File: config.mk
export PLATFORM = sky130hd
export DESIGN_NAME = outputs_collector
export DESIGN_NICKNAME = d
export VERILOG_FILES = /design/src/rtl/outputs_collector.sv
export SDC_FILE = /design/constraint.sdc
export NUM_CORES = 1
export LEC_CHECK = 0
export CORE_ASPECT_RATIO = 1.5
export CORE_UTILIZATION = 55
export DETAILED_ROUTE_END_ITERATION = 8
export PLACE_DENSITY = 0.85
export RECOVER_POWER = 25
export SLEW_MARGIN = 10
export SYNTH_ARGS = -nofsm -noshare
export SYNTH_HDL_FRONTEND = slang
export SYNTH_SLANG_ARGS = --single-unit
File: constraint.sdc
create_clock -name clk -period 3.71 [get_ports clk]
set_input_delay 0.742 -clock clk [delete_from_list [all_inputs] [get_ports clk]]
set_output_delay 0.742 -clock clk [all_outputs]
set_load 0.02 [all_outputs]
File: src/rtl/outputs_collector.sv
// outputs_collector: gathers single result bits written by address into one
// packed WIDTH-bit word. Per-bit valid flags are tracked against a mask latched
// on start; once every masked bit is valid the word is offered on a
// valid/ready handshake.
// Optional feature: define OUT_TIMEOUT_EN to add a collect-phase cycle counter
// that forces an incomplete word out after TIMEOUT_CYCLES cycles and raises
// timeout. Without it, COLLECT waits indefinitely and timeout is tied to 0.
module outputs_collector #(
   parameter int WIDTH          = 32,
   parameter int ADDR_W         = 5,
   parameter int TIMEOUT_CYCLES = 1024
) (
   input  logic              clk,
   input  logic              reset,
   input  logic              start,
   input  logic [WIDTH-1:0]  expect_mask,
   input  logic              wr_en,
   input  logic [ADDR_W-1:0] wr_addr,
   input  logic              val,
   output logic [WIDTH-1:0]  out_data,
   output logic              out_valid,
   input  logic              out_ready,
   output logic [WIDTH-1:0]  valid_bits,
   output logic              busy,
   output logic              err,
   output logic              timeout
);

   typedef enum logic [1:0] {
      IDLE    = 2'd0,
      COLLECT = 2'd1,
      PRESENT = 2'd2
   } state_t;

   state_t           state;
   logic [WIDTH-1:0] data_q;
   logic [WIDTH-1:0] valid_q;
   logic [WIDTH-1:0] mask_q;
   logic             err_q;

   logic [WIDTH-1:0] sel;
   logic             hit;
   logic             complete;
   logic             restart;
   logic             timeout_hit;

   // Start is honoured everywhere except PRESENT, where a pending word must not be lost.
   assign restart = start && (state != PRESENT);

   // Address decode: addresses at or beyond WIDTH shift out to an all-zero select,
   // so they can never alias onto low bits and always miss the mask.
   always_comb begin
      sel      = WIDTH'(1) << wr_addr;
      hit      = |(sel & mask_q);
      complete = ((valid_q & mask_q) == mask_q);
   end

`ifdef OUT_TIMEOUT_EN
   localparam int CNT_W = $clog2(TIMEOUT_CYCLES + 1);

   logic [CNT_W-1:0] cnt_q;
   logic             timeout_q;

   assign timeout_hit = (cnt_q == CNT_W'(TIMEOUT_CYCLES - 1));
   assign timeout     = timeout_q;

   // Collect-phase cycle counter; completion takes priority over an expiring count.
   always_ff @(posedge clk or negedge reset) begin
      if (!reset) begin
         cnt_q     <= '0;
         timeout_q <= 1'b0;
      end else if (restart) begin
         cnt_q     <= '0;
         timeout_q <= 1'b0;
      end else if (state == COLLECT) begin
         cnt_q <= cnt_q + CNT_W'(1);
         if (!complete && timeout_hit) begin
            timeout_q <= 1'b1;
         end
      end
   end
`else
   assign timeout_hit = 1'b0;
   assign timeout     = 1'b0;
`endif

   // Control FSM plus the data/flag registers it owns.
   always_ff @(posedge clk or negedge reset) begin
      if (!reset) begin
         state   <= IDLE;
         data_q  <= '0;
         valid_q <= '0;
         mask_q  <= '0;
         err_q   <= 1'b0;
      end else if (restart) begin
         // A write in the same cycle as start is dropped silently.
         state   <= COLLECT;
         mask_q  <= expect_mask;
         data_q  <= '0;
         valid_q <= '0;
         err_q   <= 1'b0;
      end else begin
         case (state)
            IDLE: begin
               if (wr_en) begin
                  err_q <= 1'b1;
               end
            end
            COLLECT: begin
               if (wr_en) begin
                  if (hit) begin
                     data_q  <= val ? (data_q | sel) : (data_q & ~sel);
                     valid_q <= valid_q | sel;
                  end else begin
                     err_q <= 1'b1;
                  end
               end
               // Completion looks at the registered flags, so the word appears
               // one edge after the write that finished it.
               if (complete || timeout_hit) begin
                  state <= PRESENT;
               end
            end
            PRESENT: begin
               if (wr_en) begin
                  err_q <= 1'b1;
               end
               if (out_ready) begin
                  state <= IDLE;
               end
            end
            default: state <= IDLE;
         endcase
      end
   end

   assign out_data   = data_q & mask_q;
   assign out_valid  = (state == PRESENT);
   assign busy       = (state != IDLE);
   assign err        = err_q;
   assign valid_bits = valid_q;

endmodule

* Word level (Yosys, flattened, before mapping) *
Index checks and enable logic that the tools add are counted.

word-level totals
  bits in registers = 99
  input bits = 43
  output and inout bits = 68
  logic and storage cells = 53

operators by class
  equal/unequal tests = 10
  shift-type cells = 1
  mux-type cells = 18
  bitwise operators = 7
  reductions and logical operators = 12

operators with widths
  operator              number
  $mux 32               9
  $and 32x32->32        4
  $or 32x32->32         2
  $eq 32x32->1          1
  $not 32->32           1
  $reduce_or 32->1      1
  $shl 1x5->32 const A  1
  $ne 3x3->1 const B    3
  $reduce_bool 2->1     4
  $mux 2                3
  $ne 3x1->1 const B    2
  $pmux 2 s3            1
  $reduce_and 3->1      2
  $mux 1                4
  $ne 2x2->1 const B    2
  $reduce_and 4->1      1
  $reduce_bool 3->1     1
  $eq 2x1->1 const B    1
  $eq 2x2->1 const B    1
  $logic_not 2->1       1
  $pmux 1 s2            1
  $reduce_or 2->1       1
  $logic_and 1x1->1     1

* Longest topological paths before layout *
  depth after elaboration = 8
  depth in mapped cells = 10
  gate-level depth less buffers = 6

* Worst setup path before layout *
Ideal clock, no wire load.

  kind = input to register
  start = input wr_addr[3]
  end = register data_q[31]
  setup time = 80 ps
  arrival time = 2,360 ps
  data required time = 3,630 ps
  setup slack = 1,270 ps
  stages = 8
  path buffers = 3
  cell sequence = buf_4 -> buf_4 -> o31a_1 -> o2111ai_1 -> a21oi_4 -> buf_4 -> a211oi_2 -> mux2i_1

on the way
  longest elaborated chain between the ends = 8
  elaborated cells between the ends (all ways) = 13
  classes of those cells = 1 x shift; 5 x mux; 4 x bitwise; 3 x reduce/logical

ends and longest elaborated chain
  item                    line  text
  start: declaration      18    input logic [ADDR_W-1:0] wr_addr,
  $shl 1x5->32 *          53    sel = WIDTH'(1) << wr_addr;
  $not 32->32             112   data_q <= val ? (data_q | sel) : (data_q & ~sel);
  $and 32x32->32          112
  $mux 32                 112
  $mux 32                 111   if (hit) begin
  $mux 32                 110   if (wr_en) begin
  $mux 32                 103   case (state)
  $mux 32                 95    end else if (restart) begin
  end signal: assignment  112
  end: declaration        36    logic [WIDTH-1:0] data_q;

Every way passes the cells marked *; elsewhere a longest branch is shown, timed or not. The select of a mux whose other input is x is not followed.
A chain may end at the register's enable or synchronous reset.

* Final worst setup path *
  start = input wr_addr[1]
  end = register data_q[0]

The elaborated chain is that of the path after synthesis.

==> impl_metrics.prom <==
# TYPE chip_impl_metric gauge
chip_impl_metric{name="dp_hpwl",unit="um"} 10300
chip_impl_metric{name="syn_nets",unit=""} 528
chip_impl_metric{name="globalRoute.totalOverflow",unit=""} 0
chip_impl_metric{name="achievable-frequency",unit="MHz"} 319
chip_impl_metric{name="cp_slowest_stage_delay",unit="ns"} 0.80
chip_impl_metric{name="count_of_antenna_diodes_in_the_layout",unit=""} 0
chip_impl_metric{name="clk_pin_slew",unit="ns"} 0.07
chip_impl_metric{name="power_per_cell_area",unit="nW/um2"} 355
chip_impl_metric{name="grt_pass1_wl",unit="um"} 22000
chip_impl_metric{name="fin_worst_skew",unit="ns"} 0.0101
chip_impl_metric{name="yosys.area.top_type_share",unit=""} 0.476
chip_impl_metric{name="post-route-period-util",unit=""} 0.846
chip_impl_info{name="hp-class",value="flop to flop"} 1
chip_impl_metric{name="post_route_cells_drive_above_1_share",unit=""} 0.153
chip_impl_metric{name="worst_ir_drop_vdd",unit="mV"} 0.257
chip_impl_metric{name="ys_async_sr_fraction",unit=""} 1.00
chip_impl_metric{name="placed_cells",unit=""} 690
chip_impl_metric{name="timing.final.hold_violations",unit=""} 0
chip_impl_metric{name="avgViaCountPerCell",unit=""} 5.81
chip_impl_metric{name="final-max-slew-violation-count",unit=""} 36
chip_impl_metric{name="routedWlPerCell",unit="um"} 19.6
chip_impl_metric{name="cellLeakagePower",unit="nW"} 2.73
chip_impl_metric{name="slew_at_the_pin_closest_to_its_max_slew_limit",unit="ns"} 1.81
chip_impl_metric{name="totalPowerFinal",unit="mW"} 2.36
chip_impl_metric{name="synth_area_per_cell",unit="um2"} 10.7
chip_impl_metric{name="post_synth_instance_area",unit="um2"} 5200
chip_impl_metric{name="number_of_synthesized_flops_with_an_enable_pin",unit=""} 0
chip_impl_metric{name="clock_latency",unit="ns"} 0.34
chip_impl_info{name="outcome",value="complete, but fails checks"} 1
chip_impl_info{name="top_cell_types_by_occurrence_after_synthesis",value="sky130_fd_sc_hd__dfrtp_1, sky130_fd_sc_hd__nand2_1, sky130_fd_sc_hd__inv_1, sky130_fd_sc_hd__and2_1, sky130_fd_sc_hd__o21a_1"} 1
chip_impl_metric{name="fin_tns_setup",unit="ns"} 0
chip_impl_metric{name="cts.repair.resized",unit=""} 0
chip_impl_metric{name="period_needed",unit="ns"} 3.14
chip_impl_metric{name="report.final.setup_viol",unit=""} 0
chip_impl_metric{name="drcViolationCount",unit=""} 0
chip_impl_metric{name="drt_wl_total",unit="um"} 13800
chip_impl_info{name="clock_tree.root_cell",value="sky130_fd_sc_hd__clkbuf_16"} 1
chip_impl_metric{name="grt_pass1_vias",unit=""} 4230
chip_impl_metric{name="pin_count_of_the_biggest_net_entering_global_routing",unit=""} 54
chip_impl_metric{name="design.die.area",unit="um2"} 9860
chip_impl_info{name="synth.area.top_cells",value="sky130_fd_sc_hd__dfrtp_1, sky130_fd_sc_hd__mux2_2, sky130_fd_sc_hd__mux2i_1, sky130_fd_sc_hd__o21a_1, sky130_fd_sc_hd__a211oi_2"} 1
chip_impl_metric{name="cts-htree-levels",unit=""} 3
chip_impl_metric{name="firstDrtPassIters",unit=""} 4
chip_impl_metric{name="gr-usage-all-layers",unit=""} 0.303
chip_impl_metric{name="die_width",unit="um"} 81.4
chip_impl_metric{name="synth.distinct_cells",unit=""} 53
chip_impl_info{name="synth.largest_area_cell",value="sky130_fd_sc_hd__dfrtp_1"} 1
chip_impl_info{name="worstSetupStartpointType",value="input pin"} 1
chip_impl_info{name="synthMostInstantiatedCell",value="sky130_fd_sc_hd__dfrtp_1"} 1
chip_impl_metric{name="post_cts.repair.setup_buffers",unit=""} 0
chip_impl_metric{name="grt_antenna_before_repair",unit=""} 0
chip_impl_metric{name="filler_cell_count",unit=""} 680
chip_impl_info{name="cts_tree",value="built"} 1
chip_impl_metric{name="detailed_place.area",unit="um2"} 6400
chip_impl_info{name="violations",value="capacitance limit, slew limit"} 1
chip_impl_metric{name="cp_max_fo",unit=""} 34
chip_impl_metric{name="cp_data_required_time",unit="ns"} 3.96
chip_impl_metric{name="hold-worst-slack",unit="ns"} 0.522
chip_impl_metric{name="drv.max_cap_violation_count",unit=""} 1
chip_impl_metric{name="core_region_area",unit="um2"} 9200
chip_impl_metric{name="cts_hold_buf",unit=""} 0
chip_impl_metric{name="syn_to_final_growth",unit="%"} 28.0
chip_impl_metric{name="initial_cell_density_of_the_core",unit=""} 0.566
chip_impl_metric{name="layoutNonFillerInstCount",unit=""} 705
chip_impl_metric{name="cts_inserted_buffers",unit=""} 9
chip_impl_metric{name="place.gp.congestion",unit=""} 0.873
chip_impl_metric{name="drtIter0Drc",unit=""} 261
chip_impl_metric{name="fp.dieH",unit="um"} 121
chip_impl_info{name="crit_type",value="input pin to flop"} 1
chip_impl_info{name="worstPathCellList",value="clkdlybuf4s50_1, nor2b_1, nand2b_1, o211a_1, and4b_1, buf_12, a2111oi_2, mux2i_1"} 1
chip_impl_metric{name="antenna_violation_net_count_after_detailed_routing",unit=""} 0
chip_impl_metric{name="ys_warnings",unit=""} 0
chip_impl_metric{name="postLayoutCellArea",unit="um2"} 6660
chip_impl_metric{name="max-clock-path-buffers",unit=""} 2
chip_impl_info{name="dominantRegCellSynth",value="sky130_fd_sc_hd__dfrtp_1"} 1
chip_impl_metric{name="syn_inst",unit=""} 485
chip_impl_metric{name="crit_arrival",unit="ns"} 3.39
chip_impl_metric{name="seq_area_frac_synth",unit=""} 0.476
chip_impl_info{name="rsz0062_at_grt",value="false"} 1
chip_impl_info{name="critical-path-slowest-cell",value="sky130_fd_sc_hd__clkdlybuf4s50_1"} 1
chip_impl_metric{name="ioPinCount",unit=""} 111
chip_impl_info{name="setup_crit_end_kind",value="flop"} 1
chip_impl_metric{name="number_of_nets_in_the_layout",unit=""} 632
chip_impl_metric{name="cts.sinks",unit=""} 99
chip_impl_metric{name="ys_ff_latch",unit=""} 99
chip_impl_metric{name="port_buffers",unit=""} 109
chip_impl_metric{name="placement_rows",unit=""} 43
chip_impl_metric{name="routed-via-count",unit=""} 4098
chip_impl_metric{name="worst_slew_margin_rel",unit=""} -0.205
## metrics by stage
stage / worst slack (ns) / util
floorplan: 1.27 / -
finish: 0.571 / 0.724
detailed placement: 0.243 / 0.696
CTS: 0.606 / 0.725
global route: 0.424 / 0.724
global placement: 0.325 / 0.696
## routing by layer
layer	global-route usage	share of wire	vias to the layer above
met5	0	0	-
met3	0.0511	0.043	27
li1	-	-	1915
met1	0.357	0.38	2034
met4	0.147	0.030	0
met2	0.521	0.54	122
## cells in the final DEF, fill, tap and decap left out, types with 4 or more instances in the layout
cell type                         count
sky130_fd_sc_hd__clkbuf_16            9
sky130_fd_sc_hd__o21a_1              34
sky130_fd_sc_hd__a211oi_2            20
sky130_fd_sc_hd__nand2_1             45
sky130_fd_sc_hd__buf_4               13
sky130_fd_sc_hd__a21oi_1             12
sky130_fd_sc_hd__a211oi_1             4
sky130_fd_sc_hd__clkdlybuf4s50_1    108
sky130_fd_sc_hd__nor2b_1              4
sky130_fd_sc_hd__mux2_2              32
sky130_fd_sc_hd__nor4_1               4
sky130_fd_sc_hd__nor2_1              10
sky130_fd_sc_hd__nand3b_1             6
sky130_fd_sc_hd__nand2b_1             7
sky130_fd_sc_hd__and2_1              34
sky130_fd_sc_hd__nand3_1              8
sky130_fd_sc_hd__mux2i_1             32
sky130_fd_sc_hd__dfrtp_1             99
sky130_fd_sc_hd__inv_1               35
sky130_fd_sc_hd__o22ai_1             16
## worst paths after layout
path	from	to	slack, ns	cells past startpoint
hold / removal	data_q[14]	data_q[14]	0.52	2
min in group asynchronous	reset	mask_q[10]	0.88	1
max in group asynchronous	reset	data_q[0]	1.18	2
setup / recovery	wr_addr[1]	data_q[0]	0.57	8
hold reg to reg	data_q[14]	data_q[14]	0.52	2
setup reg to reg	mask_q[5]	data_q[0]	1.51	7
## flip-flops by register name, summed over array words and instances, names as in the netlist
signal and flops:
state 2, valid_bits 32, err 1, data_q 32, mask_q 32
## layout make-up
class                   instances  area, um2  area share
flip-flops and latches         99       2480       0.372
multi-input cells             318       2410       0.362
repair buffers                126       1230       0.185
clock buffers                  10        229      0.0344
well taps                     112        140      0.0210
inverters                      35        131      0.0197
clock inverters                 5       38.8     0.00582
## power breakdown
| group | switching (mW) | internal [mW] | total, mW | leakage, nW |
|---|---|---|---|---|
| clock | 0.401 | 0.455 | 0.856 | 0.129 |
| combinational | 0.188 | 0.147 | 0.335 | 1.30 |
| sequential | 0.0532 | 1.12 | 1.17 | 1.30 |
| total | 0.642 | 1.72 | 2.36 | 2.73 |
## cell families after synthesis
group,synth area share
AND/OR/NAND/NOR,0.146
AO/OA/AOI/OAI,0.182
flip-flops,0.476
buffers and inverters,0.0620
multiplexers,0.133
other,0.000721
## worst max-delay path, delay by kind of cell
kind,cells,cell delay [ns]
buf+inv,2,0.99
mux,1,0.25
compound gates,2,0.70
simple gates,3,0.70
Note: power is estimated with default switching activity, not from simulation.
==> edit 1: new RTL, same settings <==
`WIDTH`: 32 -> 36.
--- a/src/rtl/outputs_collector.sv
+++ b/src/rtl/outputs_collector.sv
@@ -6,7 +6,7 @@
 // that forces an incomplete word out after TIMEOUT_CYCLES cycles and raises
 // timeout. Without it, COLLECT waits indefinitely and timeout is tied to 0.
 module outputs_collector #(
-   parameter int WIDTH          = 32,
+   parameter int WIDTH          = 36,
    parameter int ADDR_W         = 5,
    parameter int TIMEOUT_CYCLES = 1024
 ) (
Interface: changed (resized expect_mask, out_data and valid_bits); port bits go from 111 to 123. The function was not compared with the original's and may differ.
==> edit 1 against the unedited design <==
Worst setup slack lost 0.078 ns; final area shrank 0.98%; routed wire length rose by 17%; largest power group unchanged; clock skew about the same; the run still ends with max-capacitance violations, max-slew violations left; critical path type unchanged; hold slack got worse by 0.042 ns; synthesized area decreased by 2.2%; sequential power increased by 3%; total power rose by 7.2%; sequential cell count rose by 4; count of clock-buffer cells in the layout unchanged.
==> edit 1: results (changes against the unedited design) <==
metric	value	unit	change
ys_types	50		-5.7%
antenna_cells	0		unchanged
synth_commonest_cells	dfrtp_1, nand2_1, o21ai_0		
skew	0.00963	ns	-0.000461 ns
r2r_slack	1.32	ns	-0.19 ns
hold_path_class	reg2reg		
ys_warn_count	0		unchanged
drt-total-wl	16200	um	+17%
slew_violations	45		+25%
cp_slowest_cell	clkdlybuf4s50_1		
grt_max_degree	45		-17%
top_register	mask_q		
worstSkewPairLatency	0.34	ns	about the same
dr.pass1.iters	5		+1
endpoint_kind	flop		
largest_reg_flops	36		
crit_fanout	9		-74%
synth_ff_type	dfrtp_1		
ctsResizeCount	0		unchanged
cts_buffers	9		unchanged
htreeDepth	3		unchanged
synthTopCellsByArea	dfrtp_1, nand2_1, and2_1		
final_layout_size_suffix_gt1_frac	0.0688		-0.0847
cp.arrival	3.46	ns	+0.07 ns
grt_pass1_vias	4583		+8.3%
post-place-cells	734		+6.4%
drt_iter0_drc	506		+94%
max_cap_violations	1		unchanged
synth.yosys.seq_area_share	0.507		+0.0304
slowest_delay	0.53	ns	-0.27 ns
max_slew_margin	-0.557		-0.351
hpwl	11900	um	+15%
routabilityCongestion	0.896		+2.6%
nets	682		+7.9%
cts_root_buffer	clkbuf_16		
p_switching	0.000696	W	+8.4%
leakage	2.86	nW	+4.4%
failed_checks	max-capacitance violations, max-slew violations		
antenna_found_initial	0		unchanged
synthArstFlopShare	1.00		unchanged
status	complete, but fails checks		
grt_usage	0.350		+0.0464
ir_drop	0.368	mV	+43%
synthCells	528		+8.9%
grt_pass1_wl	24800	um	+13%
detail_route.wl_per_cell	21.5	um	+10%
cts_buffer_depth	2		unchanged
io_buffers	113		+3.7%
via_per_inst	6.18		+6.3%
place_area	6290	sq um	-1.8%
==> edit 1: worst max-delay path, delay by kind of cell <==
kind	cells	cell delay [ns]
simple gates	3	0.95
buf+inv	3	0.91
compound gates	2	0.56
mux	1	0.29
==> edit 1: per-layer routing <==
metal	track usage	wire (um)	vias up
met5	0	0	-
met4	0.151	634	0
met3	0.0502	886	46
met1	0.437	6180	2281
met2	0.594	8450	235
li1	-	-	2074
==> edit 1: stage by stage <==
| stage | worst slack (ns) | utilization | power, W | hold WS [ns] |
|---|---|---|---|---|
| floorplan | 1.26 | - | 0.00141 | 0.437 |
| global placement | 0.363 | 0.708 | 0.00156 | 0.452 |
| detailed placement | 0.327 | 0.708 | 0.00156 | 0.470 |
| CTS | 0.598 | 0.743 | 0.00253 | 0.397 |
| global route | 0.362 | 0.743 | 0.00262 | 0.509 |
| finish | 0.493 | 0.743 | 0.00254 | 0.480 |
==> edit 1: worst paths after layout <==
check                      startpoint         end  depth (start not counted)
setup / recovery           wr_addr[4]  data_q[14]                          9
hold / removal             mask_q[35]  mask_q[35]                          2
setup reg to reg             state[0]  data_q[25]                          5
hold reg to reg            mask_q[35]  mask_q[35]                          2
max in group asynchronous       reset  data_q[28]                          2
min in group asynchronous       reset  data_q[10]                          1
==> edit 1: cell families (layout without fill, tap and decap cells) <==
| kind of cell | count (synthesis) | in the layout | synth area share |
|---|---|---|---|
| other cells | 1 | 9 | 0.000737 |
| simple gates | 192 | 192 | 0.194 |
| flops | 103 | 103 | 0.507 |
| buf+inv | 80 | 184 | 0.0770 |
| mux | 15 | 15 | 0.0320 |
| compound gates | 137 | 137 | 0.190 |
==> edit 1: layout make-up <==
cell class	instances	area, sq um
Clock inverter	6	75.1
Clock buffer	10	239
Sequential cell	103	2580
Tap cell	110	138
Inverter	36	135
Fill cell	647	2290
Multi-Input combinational cell	353	2150
Timing Repair Buffer	132	1280
==> edit 1: power by group through the flow <==
stage	combinational, W	sequential [W]	clock [W]
after floorplan	0.000197	0.00121	0
after global placement	0.000331	0.00122	0
after detailed placement	0.000335	0.00123	0
after CTS	0.000339	0.00120	0.000992
after global routing	0.000370	0.00121	0.00104
final	0.000343	0.00121	0.000988
==> edit 2: new RTL, config.mk and constraints unchanged <==
Without the edit above. Encoding of `state_t`: now one-hot (3 bits for 3 states).
--- a/src/rtl/outputs_collector.sv
+++ b/src/rtl/outputs_collector.sv
@@ -26,10 +26,10 @@
    output logic              timeout
 );
 
-   typedef enum logic [1:0] {
-      IDLE    = 2'd0,
-      COLLECT = 2'd1,
-      PRESENT = 2'd2
+   typedef enum logic [2:0] {
+      IDLE    = 3'b001,
+      COLLECT = 3'b010,
+      PRESENT = 3'b100
    } state_t;
 
    state_t           state;
Formal check against the unedited RTL: same outputs for any inputs over 4 cycles, from zero or initial values and one cycle with reset low; so few cycles prove little.
==> edit 2 against the unedited design <==
The run still ends with max-capacitance violations, max-slew violations left; combinational power decreased by 9.0%; synthesized area increased by 0.65%; sequential share of layout area increased by 0.10 points; worst setup slack worse by 0.10 ns; clock power up 11%; final area rose by 0.79%; routed wire length is 11% higher; sequential cell count is 1 higher; core utilization increased by 0.15 points; total power rose by 2.8%.
==> edit 2: results (changes against the unedited design) <==
metric	value	unit	change
cp_slowest_cell	clkdlybuf4s50_1		
hold_start	valid_bits[3]		
crit_fanout	20		-41%
io_buffers	109		unchanged
synthArstFlopShare	1.00		unchanged
critical-path-top-delay-family	simple AND/OR/NAND/NOR gates		
failed_checks	max-capacitance violations, max-slew violations		
syn-num-nets	622		+18%
grt_pass1_vias	4707		+11%
final_layout_size_suffix_gt1_frac	0.0768		-0.0766
vias	4751		+16%
skew	0.00618	ns	-0.00391 ns
grt_usage	0.336		+0.0329
max_cap_violations	1		unchanged
drt-total-wl	15400	um	+11%
slowest_delay	0.74	ns	-0.06 ns
synth.yosys.seq_area_share	0.478		+0.00195
cts_root_buffer	clkbuf_16		
cp.arrival	3.51	ns	+0.12 ns
synthCells	579		+19%
antenna_found_initial	0		unchanged
worstSkewPairLatency	0.35	ns	
ys_types	56		+5.7%
ir_drop	0.288	mV	+12%
drt_iter0_drc	436		+67%
min_path_cells	1		-1
ctsResizeCount	0		unchanged
rr_worst_depth	6		-1
cts_buffer_depth	2		unchanged
r2r_slack	1.24	ns	-0.27 ns
routabilityCongestion	0.904		+3.5%
nFillCells	708		+4.1%
htreeDepth	3		unchanged
antenna_cells	0		unchanged
r2r_end	state[1]		
grt_max_degree	75		+39%
ys_warn_count	0		unchanged
nets	716		+13%
status	complete, but fails checks		
hold_path_class	reg2reg		
synthTopCellsByArea	dfrtp_1, nand2_1, and2_1		
tightest_slew	1.85	ns	+0.0397 ns
post-place-cells	774		+12%
synth_ff_type	dfrtp_1		
leakage	2.95	nW	+7.8%
slew_violations	75		+110%
cts_buffers	9		unchanged
grt_pass1_wl	24600	um	+12%
hpwl	11100	um	+7.0%
post-cts-setup-buffers	0		unchanged
regToRegStartpoint	mask_q[8]		
clk_pin_slew_worst_paths	0.07	ns	about the same
dr.pass1.iters	6		+2
via_per_inst	6.02		+3.6%
synth_commonest_cells	nand2_1, dfrtp_1, a21oi_1		
hold_end	valid_bits[3]		
[edit 2: logic make-up after synthesis]
group	after synthesis	share of synthesized area
AOI/OAI and AO/OA	123	0.156
buffers and inverters	71	0.0619
DFF	100	0.478
muxes	23	0.0478
other	1	0.000716
and+or+nand+nor	261	0.256
[edit 2: where the power goes]
part	internal (W)	total [W]	switching (W)
clock network	0.000540	0.000952	0.000412
registers	0.00113	0.00117	0.0000490
logic	0.000118	0.000305	0.000186
[edit 2: worst max-delay path by stage]
stage / from / cells past startpoint / slack, ns / endpoint
3_3_place_gp: wr_addr[0] / 9 / 0.29 / data_q[17]
2_1_floorplan: wr_addr[3] / 9 / 1.10 / data_q[22]
5_1_grt: wr_addr[3] / 9 / 0.38 / data_q[16]
4_1_cts: wr_addr[3] / 9 / 0.57 / data_q[17]
6_report: wr_addr[1] / 8 / 0.47 / data_q[17]
3_5_place_dp: wr_addr[1] / 8 / 0.23 / data_q[17]
[edit 2: cell type report]
cell class / instances / area share
repair buffers: 125 / 0.182
well taps: 112 / 0.0209
flip-flops and latches: 100 / 0.373
clock inverters: 5 / 0.00895
inverters: 29 / 0.0162
multi-input cells: 408 / 0.364
clock buffers: 10 / 0.0356
[edit 2: per-stage QoR]
| stage | hold WS (ns) | worst slack (ns) | cell area (sq um) | total power, W |
|---|---|---|---|---|
| after floorplan | 0.446 | 1.10 | 5240 | 0.00134 |
| after global placement | 0.510 | 0.286 | 6420 | 0.00149 |
| after global routing | 0.550 | 0.380 | 6710 | 0.00251 |
| after detailed placement | 0.509 | 0.230 | 6420 | 0.00149 |
| after CTS | 0.524 | 0.575 | 6720 | 0.00243 |
| final | 0.521 | 0.470 | 6710 | 0.00243 |
[edit 2: per-layer routing]
metal  GRT usage  vias to the layer above  wire (um)
met4       0.170                        0        658
met2       0.556                      219       7930
met3      0.0406                       47        798
li1            -                     2175          -
met5           0                        -          0
met1       0.428                     2310       6000
